`config.mk`:
```
export PLATFORM = sky130hd
export DESIGN_NAME = mult_div_unit
export DESIGN_NICKNAME = d
export VERILOG_FILES = /design/src/rtl/mult_div_unit.sv
export SDC_FILE = /design/constraint.sdc
export NUM_CORES = 1
export LEC_CHECK = 0
export BUFFER_PORTS_ARGS = -buffer_cell sky130_fd_sc_hd__buf_2
export CORE_UTILIZATION = 61
export DETAILED_ROUTE_END_ITERATION = 10
export PLACE_DENSITY = 0.82
export REMOVE_ABC_BUFFERS = 1
export SYNTH_ARGS = -nofsm -noshare
export SYNTH_HDL_FRONTEND = slang
export SYNTH_SLANG_ARGS = --single-unit
```
`constraint.sdc`:
```
create_clock -name Clk -period 5.6 [get_ports Clk]
set_input_delay 0.84 -clock Clk [delete_from_list [all_inputs] [get_ports Clk]]
set_output_delay 0.84 -clock Clk [all_outputs]
set_load 0.02 [all_outputs]
```
`src/rtl/mult_div_unit.sv`:
```
// Iterative radix-2 multiply/divide unit with architectural HI/LO registers.
// 32 shift-add (multiply) or restoring (divide) iterations per operation, sign fixed up at the end.
module mult_div_unit (
    input  logic        Clk,
    input  logic        Rst_n,
    input  logic        Start,
    input  logic [1:0]  Op,
    input  logic [31:0] SrcA,
    input  logic [31:0] SrcB,
    input  logic        Flush,
    input  logic        WriteHi,
    input  logic        WriteLo,
    input  logic [31:0] WriteData,
    output logic        Busy,
    output logic        Done,
    output logic [31:0] Hi,
    output logic [31:0] Lo
);

    typedef enum logic [1:0] {
        S_IDLE = 2'd0,
        S_CALC = 2'd1,
        S_DONE = 2'd2
    } state_t;

    state_t      state_q, state_d;
    logic [5:0]  cnt_q, cnt_d;
    logic        busy_q, busy_d;
    logic        done_q, done_d;
    logic [31:0] hi_q, hi_d;
    logic [31:0] lo_q, lo_d;
    logic [31:0] wk_hi_q, wk_hi_d;
    logic [31:0] wk_lo_q, wk_lo_d;
    logic [31:0] mcand_q, mcand_d;
    logic        is_div_q, is_div_d;
    logic        neg_hi_q, neg_hi_d;
    logic        neg_lo_q, neg_lo_d;
    logic        bzero_q, bzero_d;

    // Operand magnitudes; 0x80000000 negates to itself, read as unsigned 2^31.
    logic        signed_op, sign_a, sign_b;
    logic [31:0] mag_a, mag_b;
    assign signed_op = ~Op[0];
    assign sign_a    = signed_op & SrcA[31];
    assign sign_b    = signed_op & SrcB[31];
    assign mag_a     = sign_a ? (32'd0 - SrcA) : SrcA;
    assign mag_b     = sign_b ? (32'd0 - SrcB) : SrcB;

    // One iteration of either algorithm.
    logic [32:0] mul_sum;
    logic [32:0] div_shift;
    logic        div_ge;
    logic [31:0] step_hi, step_lo;
    assign mul_sum   = {1'b0, wk_hi_q} + (wk_lo_q[0] ? {1'b0, mcand_q} : 33'd0);
    assign div_shift = {wk_hi_q, wk_lo_q[31]};
    assign div_ge    = div_shift >= {1'b0, mcand_q};
    always_comb begin
        if (is_div_q) begin
            step_hi = div_ge ? (div_shift[31:0] - mcand_q) : div_shift[31:0];
            step_lo = {wk_lo_q[30:0], div_ge};
        end else begin
            step_hi = mul_sum[32:1];
            step_lo = {mul_sum[0], wk_lo_q[31:1]};
        end
    end

    // Final sign correction applied on the last iteration.
    logic [63:0] prod, prod_fix;
    logic [31:0] res_hi, res_lo;
    assign prod     = {step_hi, step_lo};
    assign prod_fix = neg_lo_q ? (64'd0 - prod) : prod;
    always_comb begin
        if (is_div_q) begin
            res_hi = neg_hi_q ? (32'd0 - step_hi) : step_hi;
            res_lo = bzero_q ? 32'hFFFF_FFFF : (neg_lo_q ? (32'd0 - step_lo) : step_lo);
        end else begin
            res_hi = prod_fix[63:32];
            res_lo = prod_fix[31:0];
        end
    end

    always_comb begin
        state_d  = state_q;
        cnt_d    = cnt_q;
        busy_d   = busy_q;
        done_d   = 1'b0;
        hi_d     = hi_q;
        lo_d     = lo_q;
        wk_hi_d  = wk_hi_q;
        wk_lo_d  = wk_lo_q;
        mcand_d  = mcand_q;
        is_div_d = is_div_q;
        neg_hi_d = neg_hi_q;
        neg_lo_d = neg_lo_q;
        bzero_d  = bzero_q;
        case (state_q)
            S_IDLE: begin
                if (WriteHi) hi_d = WriteData;
                if (WriteLo) lo_d = WriteData;
                if (Start && !Flush) begin
                    state_d  = S_CALC;
                    busy_d   = 1'b1;
                    cnt_d    = 6'd0;
                    is_div_d = Op[1];
                    wk_hi_d  = 32'd0;
                    wk_lo_d  = Op[1] ? mag_a : mag_b;
                    mcand_d  = Op[1] ? mag_b : mag_a;
                    neg_lo_d = sign_a ^ sign_b;
                    neg_hi_d = Op[1] ? sign_a : (sign_a ^ sign_b);
                    bzero_d  = (SrcB == 32'd0);
                end
            end
            S_CALC: begin
                if (Flush) begin
                    state_d = S_IDLE;
                    busy_d  = 1'b0;
                end else begin
                    wk_hi_d = step_hi;
                    wk_lo_d = step_lo;
                    cnt_d   = cnt_q + 6'd1;
                    if (cnt_q == 6'd31) begin
                        state_d = S_DONE;
                        busy_d  = 1'b0;
                        done_d  = 1'b1;
                        hi_d    = res_hi;
                        lo_d    = res_lo;
                    end
                end
            end
            S_DONE: begin
                state_d = S_IDLE;
                if (WriteHi) hi_d = WriteData;
                if (WriteLo) lo_d = WriteData;
            end
            default: begin
                state_d = S_IDLE;
                busy_d  = 1'b0;
            end
        endcase
    end

    always_ff @(posedge Clk or negedge Rst_n) begin
        if (!Rst_n) begin
            state_q  <= S_IDLE;
            cnt_q    <= 6'd0;
            busy_q   <= 1'b0;
            done_q   <= 1'b0;
            hi_q     <= 32'd0;
            lo_q     <= 32'd0;
            wk_hi_q  <= 32'd0;
            wk_lo_q  <= 32'd0;
            mcand_q  <= 32'd0;
            is_div_q <= 1'b0;
            neg_hi_q <= 1'b0;
            neg_lo_q <= 1'b0;
            bzero_q  <= 1'b0;
        end else begin
            state_q  <= state_d;
            cnt_q    <= cnt_d;
            busy_q   <= busy_d;
            done_q   <= done_d;
            hi_q     <= hi_d;
            lo_q     <= lo_d;
            wk_hi_q  <= wk_hi_d;
            wk_lo_q  <= wk_lo_d;
            mcand_q  <= mcand_d;
            is_div_q <= is_div_d;
            neg_hi_q <= neg_hi_d;
            neg_lo_q <= neg_lo_d;
            bzero_q  <= bzero_d;
        end
    end

    assign Busy = busy_q;
    assign Done = done_q;
    assign Hi   = hi_q;
    assign Lo   = lo_q;

endmodule

```
==> results of run 1 <==
## state kept, by name, summed over array words and instances, names as in the netlist, 2 cells and up
signal and cells:
Hi 32, Lo 32, mcand_q 32, cnt_q 6, state_q 2, wk_lo_q 32
wk_hi_q 32
## how the worst max path moves through the flow
stage | from | end | slack [ns]
after floorplan | is_div_q | Hi[20] | -0.88
after global placement | wk_lo_q[0] | Hi[31] | 0.38
after detailed placement | wk_hi_q[21] | Hi[24] | 0.54
after CTS | wk_hi_q[21] | Hi[6] | 0.49
after global routing | wk_hi_q[23] | Hi[6] | 0.03
final | wk_lo_q[0] | Hi[31] | 0.35
## layout make-up
class,count,area (µm²)
Multi-Input combinational cell,1736,10970
Fill cell,2264,8185
Sequential cell,174,4359
Timing Repair Buffer,211,1182
Clock buffer,18,429.2
Tap cell,335,419.2
Inverter,69,259.0
Clock inverter,14,173.9
Antenna cell,1,2.502
## synth_stat cells, types with 16 or more instances
| cell | instances | area share |
|---|---|---|
| ha_1 | 69 | 0.054 |
| buf_2 | 27 | 0.0084 |
| inv_1 | 67 | 0.016 |
| dfrtp_1 | 174 | 0.27 |
| a21o_1 | 33 | 0.015 |
| nand2_1 | 229 | 0.053 |
| nor2b_1 | 26 | 0.010 |
| nand4_1 | 20 | 0.0078 |
| a31oi_1 | 23 | 0.0089 |
| nand3_1 | 42 | 0.013 |
| nor4_1 | 16 | 0.0062 |
| and3_1 | 22 | 0.0085 |
| mux2i_1 | 38 | 0.024 |
| and2_1 | 47 | 0.018 |
| clkbuf_1 | 90 | 0.021 |
| nor2_1 | 193 | 0.045 |
| xor2_1 | 64 | 0.035 |
| o31ai_1 | 27 | 0.013 |
| nor3_1 | 51 | 0.016 |
| o22ai_1 | 41 | 0.016 |
| a211oi_1 | 33 | 0.015 |
| a21oi_1 | 216 | 0.067 |
| o21ai_0 | 193 | 0.060 |
| a22o_1 | 18 | 0.0098 |
| or3_1 | 21 | 0.0082 |
| xnor2_1 | 87 | 0.047 |
| o211ai_1 | 19 | 0.0089 |
## logic make-up after synthesis
group           after synthesis
buf+inv                     200
mux                          48
fa+ha+maj                    71
simple gates                741
xor+xnor                    151
compound gates              725
flops                       174
## worst reg2reg max path, cell delays in order (launching register included)
cell and delay, ns:
dfrtp_1 0.55, and2_1 0.24, ha_1 0.21, inv_1 0.09, fa_1 0.21, nor2b_1 0.08
o2111ai_1 0.26, a21oi_1 0.25, o31ai_1 0.67, o31ai_1 0.19, buf_4 0.18, a221oi_2 0.37
o21ai_1 0.17, a2111oi_0 0.67, a211oi_1 0.24, and3_1 0.28, a211o_1 0.29, a211oi_1 0.20
## power breakdown
group | switching, mW | internal, mW | total, mW
registers | 0.366 | 1.60 | 1.96
logic | 4.27 | 2.18 | 6.46
clock network | 0.630 | 0.641 | 1.27
total | 5.27 | 4.42 | 9.69
## what timing repair did
item                                    CTS  global route
gates resized for setup                   0             1
endpoints found under the setup margin    0             2
hold endpoints to repair                  0             0
## per-layer routing
metal	share of wire	up-vias	track usage
met5	0	-	0
met4	0.063	0	0.2590
met2	0.43	1189	0.6715
li1	-	7859	-
met1	0.40	8193	0.5917
met3	0.11	230	0.07860
==> summary.txt, run 1 <==
Status = finished, final reports clean
RR Endpoint = Hi[31]
Reg2Reg Depth = 17
Crit Path Max Fanout = 13
Pin count of the biggest net entering global routing = 94
DP Worst Slack = 0.5424 ns
Worst Path Buf+Inv = 2
Share of cells above drive strength 1 = 0.1400
Final hold vios = 0
Post-layout util = 0.6850
Hold WC Path Type = primary input to asynchronous set/reset pin
Crit path depth = 17
Final min period = 5.250 ns
Post-Synth XOR/XNOR Area = 0.08207
Vias per cell = 6.830
Final WL = 60650 µm
Slew margin rel. = 0.1910
Critical path data arrival time = 5.59 ns
FMAX = 190.5 MHz
Io pins = 170
YS warnings = 0
IO Port Bufs = 169
Die Height = 164.5 µm
Post-Syn Area = 16110 µm²
Std-Cell Rows = 59
Critical Path Sink Type = register
Commonest non-fill, non-tap cell in the layout = nand2_1
Placed inst area = 17190 µm²
Sequential area share after synthesis = 0.2702
Root Buffer = clkbuf_16
Clk buf depth = 2
Die area = 27070 µm²
Clk Latency, worst-skew pair = 0.45 ns
Clock sink count = 174
Routability Congestion = 0.9968
Core area = 25980 µm²
Prevailing post-synth register cell = dfrtp_1
Post-synth EDFFs = 0
Initial DRC count = 2282
Compound-Gate Fraction of Synth Area = 0.2846
Crit path kind = register to register
Final Max Tran Viols = 0
Mux contribution to synthesized area = 0.03083
Crit-path cells = and2_1 -> ha_1 -> inv_1 -> fa_1 -> nor2b_1 -> o2111ai_1 -> a21oi_1 -> o31ai_1 -> o31ai_1 -> buf_4 -> a221oi_2 -> o21ai_1 -> a2111oi_0 -> a211oi_1 -> and3_1 -> a211o_1 -> a211oi_1
Post-synth ARST share = 1.000
CP Data Required Time = 5.94 ns
Clock transition at path regs = 0.08 ns
Fin crit share = 0.9375
Layout area overhead = 10.46%
Power Total = 9.691 mW
Source of the worst register-to-register timing path = wk_lo_q[0]
Post-DR wirelength/cell = 23.71 µm
Startpoint types = register
Placed insts = 2525
Highest cell delay on the worst timing path = 0.67 ns
PnR worst setup slack = 0.3498 ns
Die Wd = 164.5 µm
CTS tree = done
TritonCTS buffer count = 17
Setup TNS Final = 0 ns
Drt pass-1 iters = 6
Global-route wire length before repair = 90510 µm
Cells after synthesis = 2110
Vias = 17.47k
Cts hold-fix bufs = 0
Final instance area = 17800 µm²
Actual slew at the worst max-slew pin = 1.211 ns
Largest family of logic cells by synthesized area = compound AO/OA/AOI/OAI gates
Synth Area in Adders = 0.05606
Reg-to-reg setup timing slack = 0.35 ns
Max-cap violations = 0
Starting Density = 0.6201
Lkg Pwr = 7.826 nW
Commonest non-fill, non-tap cells in the layout = nand2_1, a21oi_1, o21ai_0
H-tree levels = 4
Avg Cell Area, Syn = 7.637 µm²
RSZ-0062 raised after global routing = no
GRT overflow = 0
Post-DP HPWL = 45840 µm
Synth Register Bits = 174
CP max-delay cell = o31ai_1
Initial antenna violation count = 1
Power Density = 544.5 nW/µm²
Final net count = 2384
Residual DRC = 0
Critical path's top delay family = compound AO/OA/AOI/OAI gates
Fin cells = 2558
Fraction of the mapped netlist area in simple logic gates = 0.2249
Setup violators final = 0
Vias in the first global route = 15.70k
WHS = 0.4708 ns
Antenna Nets Post-Route = 0
Postcts setup bufs = 0
Clk_skew = 0.02168 ns
Synth unique cells = 99
Worst VDD drop = 0.3008 mV
Total global-route track usage = 0.4433
(Power assumes the default switching activity.)
==> run 2, diff against run 1 <==
CORE_UTILIZATION = 66   (was 61)
PLACE_DENSITY = 0.88   (was 0.82)
clock period = 6.65 ns   (was 5.6 ns; I/O delays follow)
==> run 2 against run 1 <==
Compared with the run above:
- register-to-register slack improved by 0.38 ns
- fmax decreased by 11%
- critical endpoint is now Hi[28]
- non-clock buffer count decreased by 13
- total power decreased by 17%
- critical path type unchanged
- sequential cell count unchanged
==> summary.txt, run 2 (synthesis gave the netlist of run 1 again) <==
Crit path kind = register to register
Actual slew at the worst max-slew pin = 1.335 ns
Fill cells = 1873
Fin crit share = 0.8896
Cts hold-fix bufs = 0
Post-DR wirelength/cell = 23.73 µm
Gr busiest metal = met2
Starting Density = 0.6804
Core area = 23680 µm²
Worst VDD drop = 0.2277 mV
Initial DRC count = 2351
Pin count of the biggest net entering global routing = 120
# resized after CTS = 0
Share of cells above drive strength 1 = 0.1349
Commonest non-fill, non-tap cell in the layout = nand2_1
Critical Path Sink Type = register
CTS tree = done
Die Height = 158.3 µm
RSZ-0062 raised after global routing = no
Final min period = 5.916 ns
GRT overflow = 0
Slew margin rel. = 0.1079
WHS = 0.4810 ns
TritonCTS buffer count = 17
FMAX = 169.0 MHz
Total global-route track usage = 0.4774
Clk Latency, worst-skew pair = 0.47 ns
Io pins = 170
Antenna Nets Post-Route = 0
Post-DP HPWL = 44690 µm
Residual DRC = 0
Drt pass-1 iters = 6
Final Max Tran Viols = 0
Postcts setup bufs = 0
Setup TNS Final = 0 ns
Power Total = 8.027 mW
Grt met3 use = 0.1364
Status = finished, final reports clean
Setup violators final = 0
Root Buffer = clkbuf_16
GR Layer Usage met1 = 0.5915
Clock sink count = 174
Global-route wire length before repair = 89730 µm
Hold WC Path Type = register to register
Power Density = 454.4 nW/µm²
Final net count = 2371
CP Data Required Time = 6.96 ns
Clk_skew = 0.02068 ns
Final WL = 60000 µm
Die Wd = 158.3 µm
Critical path data arrival time = 6.23 ns
Die area = 25040 µm²
Routability Congestion = 1.040
Std-Cell Rows = 56
Ant diodes = 0
Layout area overhead = 9.620%
IO Port Bufs = 169
Crit Path Max Fanout = 12
Clk buf depth = 2
Commonest non-fill, non-tap cells in the layout = nand2_1, a21oi_1, o21ai_0
Vias per cell = 6.946
Max-cap violations = 0
H-tree levels = 4
Lkg Pwr = 7.767 nW
Initial antenna violation count = 0
Met2 Track Usage GR = 0.7233
Vias = 17.56k
Final hold vios = 0
Vias in the first global route = 16.19k
Startpoint types = register
Clock transition at path regs = 0.09 ns
==> run 2: per-layer routing <==
layer / vias to the layer above / wire length (µm)
met2: 1334 / 25620
met5: - / 0
met1: 8102 / 22370
met3: 278 / 7637
met4: 0 / 4371
li1: 7846 / -
==> run 2: final timing paths <==
check                            startpoint     endpoint  slack, ns  depth (start not counted)
worst min register to register       Lo[18]       Lo[18]       0.48                          2
worst max-delay path            wk_hi_q[11]       Hi[28]       0.73                         21
min in group asynchronous             Rst_n  mcand_q[23]       0.56                          1
worst max register to register  wk_hi_q[11]       Hi[28]       0.73                         21
max in group asynchronous             Rst_n       Hi[31]       4.71                          2
worst min-delay path                 Lo[18]       Lo[18]       0.48                          2
==> run 2: area by class of cell <==
type | count | area [µm²] | area share
inverters | 69 | 259.0 | 0.01466
repair buffers | 198 | 1072 | 0.06070
clock inverters | 14 | 167.7 | 0.009491
flip-flops and latches | 174 | 4359 | 0.2468
well taps | 319 | 399.1 | 0.02260
clock buffers | 18 | 439.2 | 0.02486
multi-input cells | 1736 | 10970 | 0.6209
==> run 2: per-stage QoR <==
step / worst slack, ns / instance area [µm²] / std cells / utilization
2_1_floorplan: 0.1743 / 15550 / 1979 / -
3_3_place_gp: 1.241 / 17060 / 2496 / 0.7203
3_5_place_dp: 1.149 / 17060 / 2496 / 0.7203
4_1_cts: 1.105 / 17660 / 2528 / 0.7459
5_1_grt: 0.6247 / 17660 / 2528 / 0.7459
6_report: 0.7339 / 17660 / 2528 / 0.7459
==> run 2: critical path, stage by stage, from the launching register on <==
cell and delay (ns):
dfrtp_1 0.43, ha_1 0.47, a21oi_1 0.37, o21ai_0 0.25, a21oi_2 0.30, a31oi_4 0.27
nor2_2 0.18, nor2_1 0.13, a21oi_1 0.30, ha_1 0.24, o21ai_0 0.19, nor4_1 0.57
nand2_1 0.26, or2_1 0.37, nor2_1 0.13, buf_4 0.19, nor2_1 0.11, nor2_1 0.15
nand3_1 0.20, o31ai_1 0.32, xor2_1 0.19, o22ai_1 0.13
==> run 2: report_power, final <==
group / leakage (nW) / internal, mW / switching (mW) / total (mW)
combinational: 5.35 / 1.79 / 3.48 / 5.27
sequential: 2.12 / 1.34 / 0.339 / 1.68
clock: 0.296 / 0.520 / 0.554 / 1.07
